`config.mk`:
```
export PLATFORM = sky130hd
export DESIGN_NAME = rr_stream_arbiter
export DESIGN_NICKNAME = d
export VERILOG_FILES = /design/src/rtl/rr_stream_arbiter.sv
export SDC_FILE = /design/constraint.sdc
export NUM_CORES = 1
export LEC_CHECK = 0
export BUFFER_PORTS_ARGS = -buffer_cell sky130_fd_sc_hd__buf_2
export CORE_MARGIN = 10
export CORE_UTILIZATION = 54
export DETAILED_ROUTE_END_ITERATION = 7
export PLACE_DENSITY = 0.87
export SLEW_MARGIN = 15
export SYNTH_ARGS = -nofsm -noshare
export SYNTH_HDL_FRONTEND = slang
export SYNTH_SLANG_ARGS = --single-unit
```
`constraint.sdc`:
```
create_clock -name clk_i -period 7.57 [get_ports clk_i]
set_input_delay 2.271 -clock clk_i [delete_from_list [all_inputs] [get_ports clk_i]]
set_output_delay 2.271 -clock clk_i [all_outputs]
set_load 0.05 [all_outputs]
```
`src/rtl/rr_stream_arbiter.sv`:
```
// -----------------------------------------------------------------------------
// rr_stream_arbiter
//
// Round-robin arbiter that merges NumIn valid/ready streams into one sink.
// The winner is written into a two-entry spill stage (entry A fed from the
// inputs, entry B holding an overflow item while downstream stalls), so
// ready_o is computed from registered state and valid_i only. It never
// depends on ready_i.
//
// With LockIn=1, a requester that was selected but could not be accepted
// (buffer full) keeps the grant until it handshakes. This keeps the
// selection stable for an unchanged request.
//
// Ports
//   clk_i    : clock
//   rst_ni   : asynchronous active-low reset
//   valid_i  : per-requester valid
//   ready_o  : per-requester ready, one-hot or zero
//   data_i   : payloads, requester k at [k*DataWidth +: DataWidth]
//   valid_o  : output valid
//   ready_i  : downstream ready
//   data_o   : output payload
//   idx_o    : requester index that supplied data_o
//
// Spill occupancy ({b_full_q, a_full_q})
//   state | meaning
//   00    | empty, output idle
//   01    | one item in A, A is shown on the output
//   10    | one item in B (A just drained or moved), B is shown
//   11    | two items, B is older and shown first; inputs are blocked
// -----------------------------------------------------------------------------
module rr_stream_arbiter #(
   parameter int unsigned  NumIn     = 4,
   parameter int unsigned  DataWidth = 32,
   parameter bit           LockIn    = 1'b1,
   localparam int unsigned IdxWidth  = $clog2(NumIn)
) (
   input  logic                       clk_i,
   input  logic                       rst_ni,
   input  logic [NumIn-1:0]           valid_i,
   output logic [NumIn-1:0]           ready_o,
   input  logic [NumIn*DataWidth-1:0] data_i,
   output logic                       valid_o,
   input  logic                       ready_i,
   output logic [DataWidth-1:0]       data_o,
   output logic [IdxWidth-1:0]        idx_o
);

   logic [IdxWidth-1:0]  rr_q;
   logic                 lock_q;
   logic [IdxWidth-1:0]  lock_idx_q;

   logic                 a_full_q;
   logic                 b_full_q;
   logic [DataWidth-1:0] a_data_q;
   logic [DataWidth-1:0] b_data_q;
   logic [IdxWidth-1:0]  a_idx_q;
   logic [IdxWidth-1:0]  b_idx_q;

   logic [IdxWidth-1:0]  scan_idx;
   logic [IdxWidth:0]    cand_sum;
   logic                 found;
   logic [IdxWidth-1:0]  sel;
   logic                 any_valid;
   logic                 space;
   logic                 in_hs;
   logic                 a_to_b;

   logic [DataWidth-1:0] data_arr [NumIn];

   for (genvar g = 0; g < NumIn; g++) begin : g_unpack
      assign data_arr[g] = data_i[g*DataWidth +: DataWidth];
   end

   // ---------------------------------------------------------------------
   // Round-robin scan starting at rr_q. The candidate index is formed in
   // one extra bit so the wrap works for non-power-of-two NumIn as well.
   // ---------------------------------------------------------------------
   always_comb begin
      scan_idx = rr_q;
      cand_sum = '0;
      found    = 1'b0;
      for (int i = 0; i < NumIn; i++) begin
         cand_sum = {1'b0, rr_q} + (IdxWidth+1)'(i);
         if (cand_sum >= (IdxWidth+1)'(NumIn)) begin
            cand_sum = cand_sum - (IdxWidth+1)'(NumIn);
         end
         if (!found && valid_i[cand_sum[IdxWidth-1:0]]) begin
            found    = 1'b1;
            scan_idx = cand_sum[IdxWidth-1:0];
         end
      end
   end

   assign any_valid = |valid_i;
   assign space     = !(a_full_q && b_full_q);
   assign sel       = lock_q ? lock_idx_q : scan_idx;

   always_comb begin
      ready_o = '0;
      if (space && any_valid) begin
         ready_o[sel] = 1'b1;
      end
   end

   assign in_hs = |(valid_i & ready_o);

   // ---------------------------------------------------------------------
   // Grant pointer: moves just past the requester that handshook.
   // ---------------------------------------------------------------------
   always_ff @(posedge clk_i or negedge rst_ni) begin
      if (!rst_ni) begin
         rr_q <= '0;
      end else if (in_hs) begin
         rr_q <= (sel == IdxWidth'(NumIn-1)) ? '0 : sel + 1'b1;
      end
   end

   // ---------------------------------------------------------------------
   // Lock-in: freeze the selection on a request that met a full buffer.
   // While locked, sel is lock_idx_q, so any handshake belongs to it.
   // ---------------------------------------------------------------------
   if (LockIn) begin : g_lock
      always_ff @(posedge clk_i or negedge rst_ni) begin
         if (!rst_ni) begin
            lock_q     <= 1'b0;
            lock_idx_q <= '0;
         end else if (lock_q) begin
            if (in_hs) begin
               lock_q <= 1'b0;
            end
         end else if (valid_i[scan_idx] && !space) begin
            lock_q     <= 1'b1;
            lock_idx_q <= scan_idx;
         end
      end
   end else begin : g_no_lock
      assign lock_q     = 1'b0;
      assign lock_idx_q = '0;
   end

   // ---------------------------------------------------------------------
   // Spill stage. Whenever B is empty, A leaves in this cycle: either to
   // the output (ready_i=1) or into B (stall). A therefore stays occupied
   // only when both entries hold data. Then B is shown and space is 0.
   // ---------------------------------------------------------------------
   assign a_to_b = a_full_q && !b_full_q && !ready_i;

   always_ff @(posedge clk_i or negedge rst_ni) begin
      if (!rst_ni) begin
         a_full_q <= 1'b0;
         b_full_q <= 1'b0;
         a_data_q <= '0;
         b_data_q <= '0;
         a_idx_q  <= '0;
         b_idx_q  <= '0;
      end else begin
         a_full_q <= in_hs || (a_full_q && b_full_q);
         if (in_hs) begin
            a_data_q <= data_arr[sel];
            a_idx_q  <= sel;
         end

         if (b_full_q) begin
            b_full_q <= !ready_i;
         end else begin
            b_full_q <= a_to_b;
         end
         if (a_to_b) begin
            b_data_q <= a_data_q;
            b_idx_q  <= a_idx_q;
         end
      end
   end

   assign valid_o = a_full_q || b_full_q;
   assign data_o  = b_full_q ? b_data_q : a_data_q;
   assign idx_o   = b_full_q ? b_idx_q  : a_idx_q;

endmodule

```
Yosys cells after proc, flatten, opt, wreduce, memory -nomap -nowiden
Index checks and enable logic that the tools add are counted.

operators by class
  div/mod/pow operators = 0
  reductions and logical operators = 20
  multiply operators = 0
  eq/ne operators = 1
  add/subtract/negate cells = 8
  order comparisons = 12
  mux-type cells = 35
  shifts and indexed selects = 0
  bitwise operators = 3

operators with widths
  kind                                                                    count
  32-bit 2-to-1 mux                                                       3
  32-bit binary-select mux with 2-bit select                              1
  2-bit 2-to-1 mux                                                        11
  2-bit by 3-bit < comparator with 1-bit output (second input constant)   6
  1-bit 2-to-1 mux                                                        13
  3-bit >= comparator (second input constant)                             4
  1-bit binary-select mux with 2-bit select                               5
  1-bit logical AND                                                       9
  4-bit OR reduction                                                      2
  2-bit by 1-bit subtractor with 2-bit output (second input constant)     4
  2-bit by 2-bit adder with 3-bit output (second input constant)          2
  1-bit zero test                                                         6
  4-bit AND                                                               1
  4-bit 2-to-1 mux                                                        1
  2-bit by 1-bit adder with 3-bit output (second input constant)          1
  2-bit by 3-bit >= comparator with 1-bit output (second input constant)  1
  2-bit inverter with 3-bit output                                        1
  2-bit by 1-bit adder with 2-bit output (second input constant)          1
  1-bit demux with 2-bit select                                           1
  2-bit equality test (second input constant)                             1
  2-bit by 1-bit >= comparator with 1-bit output (second input constant)  1
  1-bit logical OR                                                        2
  2-bit AND reduction                                                     1
  1-bit inverter                                                          1

word-level totals
  memory bits (writable) = 0
  memories = 0
  register bits after elaboration = 75
  latch bits = 0
  output and inout bits = 39
  input bits = 135
  logic and storage cells = 88
  bits in read-only memories = 0

Longest topological paths before layout
Gate-level depths: netlist (run 1).

  depth in word-level cells = 24
  gate-level depth with buffers = 16
  mapped depth without buffers = 12

Worst setup path before layout (run 1)
OpenSTA, ideal clock, no wires.

  path type = input to output
  from = input valid_i[3]
  to = output ready_o[1]
  buffers on the path = 3
  arrival time = 4096 ps
  required time = 5299 ps
  cell stages on the path = 9
  setup slack = 1203 ps
  path through = buf_2 > nor2b_1 > o21ai_1 > a211o_1 > nand2_1 > buf_4 > buf_2 > inv_1 > nor2_1

on the way
  longest elaborated chain between the ends = 18
  elaborated cells between the ends (all ways) = 30
  classes of those cells = order compare: 2; mux: 19; reduce/logical: 9

ends and longest elaborated chain
  what                                                                                                                                          line  RTL
  start: declaration                                                                                                                            40    input logic [NumIn-1:0] valid_i,
  1-bit binary-select mux with 2-bit select                                                                                                     88    if (!found && valid_i[cand_sum[IdxWidth-1:0]]) begin
  1-bit 2-to-1 mux (implied by the code)                                                                                                        88
  1-bit 2-to-1 mux                                                                                                                              88
  1-bit zero test                                                                                                                               88
  1-bit logical AND                                                                                                                             88
  1-bit 2-to-1 mux                                                                                                                              88
  1-bit zero test                                                                                                                               88
  1-bit logical AND                                                                                                                             88
  (+3 left out)                                                                                                                                 --
  2-bit 2-to-1 mux (*)                                                                                                                          88
  2-bit 2-to-1 mux (*)                                                                                                                          97    assign sel = lock_q ? lock_idx_q : scan_idx;
  via sel[1]                                                                                                                                    63    logic [IdxWidth-1:0] sel;
  2-bit by 3-bit < comparator with 1-bit output (implied by the code) / 2-bit by 1-bit >= comparator with 1-bit output (equally long branches)  102   ready_o[sel] = 1'b1;
  1-bit logical AND (implied by the code)                                                                                                       102
  1-bit 2-to-1 mux (implied by the code)                                                                                                        102
  1-bit demux with 2-bit select (*)                                                                                                             102
  4-bit 2-to-1 mux (*)                                                                                                                          101   if (space && any_valid) begin
  end: declaration                                                                                                                              41    output logic [NumIn-1:0] ready_o,

The timed path passes the listed nets; every way through them passes the cells marked *. The select of a mux whose other input is x is not followed.

Worst setup path in the final report (run 1)
  from = input valid_i[2]
  to = output ready_o[2]

Same word-level chain as after synthesis.

==> flow_metrics.env, run 1 <==
export IMPL_stdcell_count=695
export IMPL_antenna_left=0
export IMPL_firstDrtPassIters=4
export IMPL_setup_viol=0
export IMPL_critPathMaxFanout=34
export IMPL_cp_data_required_time_ns=5.30
export IMPL_postCtsSetupRepairBufs=0
export IMPL_drt_iter0_markers=192
export IMPL_finalWorstSetupSlack_ns=0.918
export IMPL_die_area_um2=12500
export IMPL_min_period_ns=6.65
export IMPL_end_kind="primary output"
export IMPL_ys_async_sr_fraction_pct=100
export IMPL_cts_tree="yes"
export IMPL_clockBufferDepth=2
export IMPL_synth_top_family_by_area="compound AO/OA/AOI/OAI gates"
export IMPL_grt_start_max_net_pins=76
export IMPL_ys_ff_latch=75
export IMPL_fp_dieH_um=112
export IMPL_synthCells=440
export IMPL_clk_pin_slew_ns=0.07
export IMPL_syn_to_final_growth_pct=23.0
export IMPL_synthSimpleGateAreaFrac_pct=10.3
export IMPL_grt_pass1_wl_um=21100
export IMPL_synth_area_um2=4530
export IMPL_drv_cap=0
export IMPL_ys_top_cells_by_area="dfrtp_1 (41%), mux2_2 (17%), a211oi_1 (5.3%), o31ai_1 (4.8%), a31oi_1 (4.6%)"
export IMPL_core_rowCount=33
export IMPL_h_tree_depth=3
export IMPL_root_buffer="clkbuf_8"
export IMPL_status="complete, no violations"
export IMPL_syn_avg_cell_area_um2=10.3
export IMPL_worst_skew_pair_late_latency_ns=0.34
export IMPL_grt_use_total_pct=20.0
export IMPL_start_util_pct=55.4
export IMPL_detail_route_wl_per_cell_um=18.6
export IMPL_synth_compound_area_share_pct=24.7
export IMPL_synth_xor_area_share_pct=0
export IMPL_powerDensity_nw_per_um2=525
export IMPL_finalClockSkew_ns=0.0166
export IMPL_synth_top_area_share_pct=41.4
export IMPL_place_port_buffers=173
export IMPL_numCtsBuffers=9
export IMPL_grt_pass1_vias=4338
export IMPL_drc_errors=0
export IMPL_dp_cells=679
export IMPL_nNetsFinal=722
export IMPL_rsz0062_at_grt="false"
export IMPL_routed_wl_um=12900
export IMPL_ctsHoldBuffers=0
export IMPL_drive_above_1_share_pct=46.4
export IMPL_critPathKind="input pin to primary output"
export IMPL_n_fill_cell=668
export IMPL_pin_count=174
export IMPL_ys_types=41
export IMPL_numClockSinks=75
export IMPL_finish_utilization_pct=68.2
export IMPL_hp_class="flip-flop to flip-flop"
export IMPL_finalPower_uw=2920
export IMPL_worst_pin_slew_ns=0.929
export IMPL_core_um2=8180
export IMPL_regArea_um2=1880
export IMPL_arrival_ns=4.38
export IMPL_synth_top_cell_by_area="dfrtp_1"
export IMPL_cts_resized=0
export IMPL_grt_overflow=0
export IMPL_hpwl_um=9240
export IMPL_yosys_top_cells_count="dfrtp_1 (75), mux2_2 (69), nand2_1 (39)"
export IMPL_multiInputGateArea_um2=2420
export IMPL_synth_most_common_cell="dfrtp_1"
export IMPL_synth_edff_count=0
export IMPL_slew_headroom_pct=38.1
export IMPL_peakVddDrop_v=0.000296
export IMPL_synth_main_ff_cell="dfrtp_1"
export IMPL_seq_area_frac_synth_pct=41.4
export IMPL_antenna_cells=0
export IMPL_final_max_slew_viol_count=0
export IMPL_syn_nets=577
export IMPL_num_vias=4062
export IMPL_fin_crit_sh_pct=87.9
export IMPL_startpoint_type="input pin"
export IMPL_vias_per_cell=5.84
export IMPL_synth_fa_ha_area_share_pct=0.552
export IMPL_synth_warnings=0
export IMPL_die_x_um=112
export IMPL_place_congestion=0.844
export IMPL_dp_worst_setup_slack_ns=0.993
export IMPL_antenna_found_initial=0
export IMPL_tns_ns=0
export IMPL_fmax_mhz=150
export IMPL_yosys_mux_area_fraction_pct=17.6
export IMPL_finalHoldViolations=0
export IMPL_p_leak_uw=0.00268
-- flip-flops by register name (all words and copies together), names as in the netlist, 2 cells and up --
signal / flops
a_data_q: 32
a_idx_q: 2
b_data_q: 32
b_idx_q: 2
lock_idx_q: 2
rr_q: 2
-- power breakdown --
group	switching, uW	internal, uW	leakage [uW]
sequential	149	610	0.000918
combinational	1190	660	0.00166
clock	137	180	0.000104
total	1470	1450	0.00268
-- final timing paths --
path | slack [ns] | cells past startpoint | start | to
min in group asynchronous | 2.08 | 1 | rst_ni | b_data_q[30]
worst max register to register | 3.85 | 12 | rr_q[1] | a_idx_q[0]
worst min-delay path | 0.50 | 2 | a_data_q[22] | a_data_q[22]
max in group asynchronous | 4.85 | 1 | rst_ni | b_full_q
worst max-delay path | 0.92 | 9 | valid_i[2] | ready_o[2]
worst min register to register | 0.50 | 2 | a_data_q[22] | a_data_q[22]
-- area by class of cell --
type	count	area share (%)
inverters	6	0.404
clock buffers	15	3.16
well taps	105	2.36
repair buffers	179	16.4
multi-input cells	314	43.5
clock inverters	1	0.539
flip-flops and latches	75	33.7
-- through the flow --
step / hold slack [ns] / cell area, um^2
floorplan: 0.461 / 4530
global placement: 0.477 / 5370
detailed placement: 0.487 / 5370
CTS: 0.504 / 5570
global route: 0.511 / 5570
finish: 0.499 / 5570
-- logic make-up after synthesis --
kind of cell             after synthesis
AND/OR/NAND/NOR                       92
flip-flops                            75
adder cells (fa/ha/maj)                2
AO/OA/AOI/OAI                        149
multiplexers                          71
buffers and inverters                 51
-- cell usage in the layout (no fill, tap or decap), types with 2 or more instances in the layout --
cell and instances:
and3_1 32, o21a_1 2, and2_1 2, a21boi_0 18
nor3_1 3, clkbuf_8 12, mux2_2 69, clkbuf_1 3
o31ai_1 29, buf_2 172, a211oi_1 32, ha_1 2
a21oi_1 6, mux2_1 2, nor2_1 5, a31oi_1 33
dfrtp_1 74, o31ai_2 3, inv_1 5, a21boi_1 14
nand2b_1 2, buf_4 7, nand2_1 38, nor2b_1 4
-- routing by layer --
| metal | GRT usage (%) | up-vias | wire, um |
|---|---|---|---|
| li1 | - | 1952 | - |
| met2 | 34.5 | 155 | 6450 |
| met1 | 23.0 | 1933 | 5320 |
| met5 | 0 | - | 0 |
| met4 | 6.60 | 0 | 218 |
| met3 | 6.44 | 22 | 942 |
-- critical path, stage by stage --
cell	delay [ns]
buf_2	0.13
nor2b_1	0.17
o21a_1	0.20
a211o_2	0.33
nand2_2	0.47
inv_1	0.22
ha_1	0.25
and2_1	0.13
buf_2	0.20
(Power assumes the default switching activity.)
==> run 2: changes to the inputs <==
--- a/config.mk
+++ b/config.mk
@@ -9,7 +9,7 @@
 export CORE_MARGIN = 10
 export CORE_UTILIZATION = 54
 export DETAILED_ROUTE_END_ITERATION = 7
-export PLACE_DENSITY = 0.87
+export PLACE_DENSITY_LB_ADDON = 0.15
 export SLEW_MARGIN = 15
 export SYNTH_ARGS = -nofsm -noshare
 export SYNTH_HDL_FRONTEND = slang
==> constraint.sdc (replaced) <==
create_clock -name clk_i -period 7.57 [get_ports clk_i]
set_input_delay 0.3785 -clock clk_i [delete_from_list [all_inputs] [get_ports clk_i]]
set_output_delay 0.3785 -clock clk_i [all_outputs]
set_load 0.05 [all_outputs]
==> flow_metrics.env, run 2 (same netlist as run 1, synthesis figures left out) <==
export IMPL_nNetsFinal=719
export IMPL_mostFrequentLayoutCell="buf_2"
export IMPL_hpwl_um=9280
export IMPL_critPathMaxFanout=68
export IMPL_syn_to_final_growth_pct=22.9
export IMPL_biggestRegsByFlops="a_data_q x32, b_data_q x32"
export IMPL_h_tree_depth=3
export IMPL_n_fill_cell=650
export IMPL_worst_skew_pair_late_latency_ns=0.34
export IMPL_hp_class="input pin to async pin"
export IMPL_grt_overflow=0
export IMPL_antenna_left=0
export IMPL_internal_power_uw=1460
export IMPL_fin_crit_sh_pct=63.0
export IMPL_place_congestion=0.908
export IMPL_start_util_pct=55.4
export IMPL_switching_share_pct=50.3
export IMPL_status="complete, no violations"
export IMPL_postCtsSetupRepairBufs=0
export IMPL_multiInputGateArea_um2=2430
export IMPL_slew_headroom_pct=29.7
export IMPL_whs_ns=0.163
export IMPL_vias_per_cell=5.83
export IMPL_drive_above_1_share_pct=46.6
export IMPL_finalHoldViolations=0
export IMPL_place_port_buffers=173
export IMPL_antenna_cells=0
export IMPL_finalClockSkew_ns=0.0114
export IMPL_critPathLaunch="rr_q[0]"
export IMPL_clockBufferDepth=2
export IMPL_rsz0062_at_grt="false"
export IMPL_grt_pass1_wl_um=20700
export IMPL_power_switching_uw=1480
export IMPL_fmax_mhz=210
export IMPL_powerDensity_nw_per_um2=526
export IMPL_die_area_um2=12500
export IMPL_r2r_end="a_idx_q[0]"
export IMPL_startpoint_type="flip-flop"
export IMPL_end_kind="flip-flop"
export IMPL_worst_pin_slew_ns=1.05
export IMPL_min_period_ns=4.77
export IMPL_comb_power_share_pct=63.0
export IMPL_r2r_start="rr_q[0]"
export IMPL_numClockSinks=75
export IMPL_arrival_ns=4.99
export IMPL_slowest_stage="a211o_2"
export IMPL_antenna_found_initial=0
export IMPL_die_x_um=112
export IMPL_cts_resized=0
export IMPL_peakVddDrop_v=0.000256
export IMPL_path_cells="nor2b_1 > o21a_1 > a211o_2 > nand2_4 > ha_1 > a22o_1 > nand2_1 > inv_1 > a31oi_4 > buf_4 > mux2_1"
export IMPL_regArea_um2=1880
export IMPL_ctsHoldBuffers=0
export IMPL_cp_num_buf_inv=2
export IMPL_critPathKind="flip-flop to flip-flop"
export IMPL_tns_ns=0
export IMPL_cpPeakStageDelay_ns=0.80
export IMPL_clk_pin_slew_ns=0.08
export IMPL_numCtsBuffers=9
export IMPL_reg2reg_slack_ns=2.80
export IMPL_ff2ff_path_depth=11
export IMPL_drv_cap=0
export IMPL_p_clk_share_pct=11.2
export IMPL_layout_common_cells="buf_2 (172), dfrtp_1 (74), mux2_2 (69)"
export IMPL_root_buffer="clkbuf_8"
export IMPL_cts_tree="yes"
export IMPL_final_max_slew_viol_count=0
export IMPL_core_rowCount=33
export IMPL_drc_errors=0
export IMPL_firstDrtPassIters=4
export IMPL_detail_route_wl_per_cell_um=18.9
export IMPL_setup_viol=0
export IMPL_pin_count=174
export IMPL_cp_data_required_time_ns=7.79
export IMPL_routed_wl_um=13000
export IMPL_p_leak_uw=0.00268
export IMPL_grt_start_max_net_pins=76
export IMPL_fp_dieH_um=112
export IMPL_core_um2=8180
export IMPL_num_vias=4029
export IMPL_cpLargestDelayFamily="compound AO/OA/AOI/OAI gates"
export IMPL_grt_use_total_pct=19.7
export IMPL_drt_iter0_markers=215
export IMPL_pwr_share_seq_pct=25.8
export IMPL_grt_pass1_vias=4246
run 2: how the worst max path moves through the flow:
stage	end	slack [ns]	cells after the start
4_1_cts	a_idx_q[0]	2.40	11
2_1_floorplan	a_idx_q[0]	4.69	15
3_3_place_gp	rr_q[1]	2.52	12
3_5_place_dp	a_idx_q[0]	2.30	12
5_1_grt	rr_q[1]	2.44	11
6_report	a_idx_q[0]	2.80	11
run 2: routing by layer:
| metal | up-vias | global-route usage, % | wire length, um |
|---|---|---|---|
| met5 | - | 0 | 0 |
| met4 | 0 | 5.14 | 65 |
| met3 | 6 | 6.76 | 1070 |
| met2 | 176 | 32.8 | 6210 |
| met1 | 1911 | 23.8 | 5690 |
| li1 | 1936 | - | - |
run 2: power groups by stage:
stage / combinational (uW) / sequential, uW / clock [uW]
2_1_floorplan: 1560 / 692 / 0
3_3_place_gp: 1800 / 747 / 0
3_5_place_dp: 1850 / 763 / 0
4_1_cts: 1860 / 755 / 336
5_1_grt: 1990 / 787 / 354
6_report: 1850 / 756 / 329
run 2: final cells by class:
class | count | share of cell area, %
Inverter | 6 | 0.404
Clock inverter | 5 | 1.39
Tap cell | 105 | 2.36
Multi-Input combinational cell | 314 | 43.7
Sequential cell | 75 | 33.7
Timing Repair Buffer | 176 | 16.0
Clock buffer | 10 | 2.47
run 2: stage by stage:
stage | setup slack [ns] | util, % | instances | power, uW | area [um^2]
finish | 2.80 | 68.1 | 691 | 2930 | 5570
global route | 2.44 | 68.1 | 691 | 3130 | 5570
CTS | 2.40 | 68.0 | 691 | 2950 | 5560
detailed placement | 2.30 | 65.4 | 676 | 2610 | 5350
global placement | 2.52 | 65.4 | 676 | 2550 | 5350
floorplan | 4.69 | - | 440 | 2250 | 4530
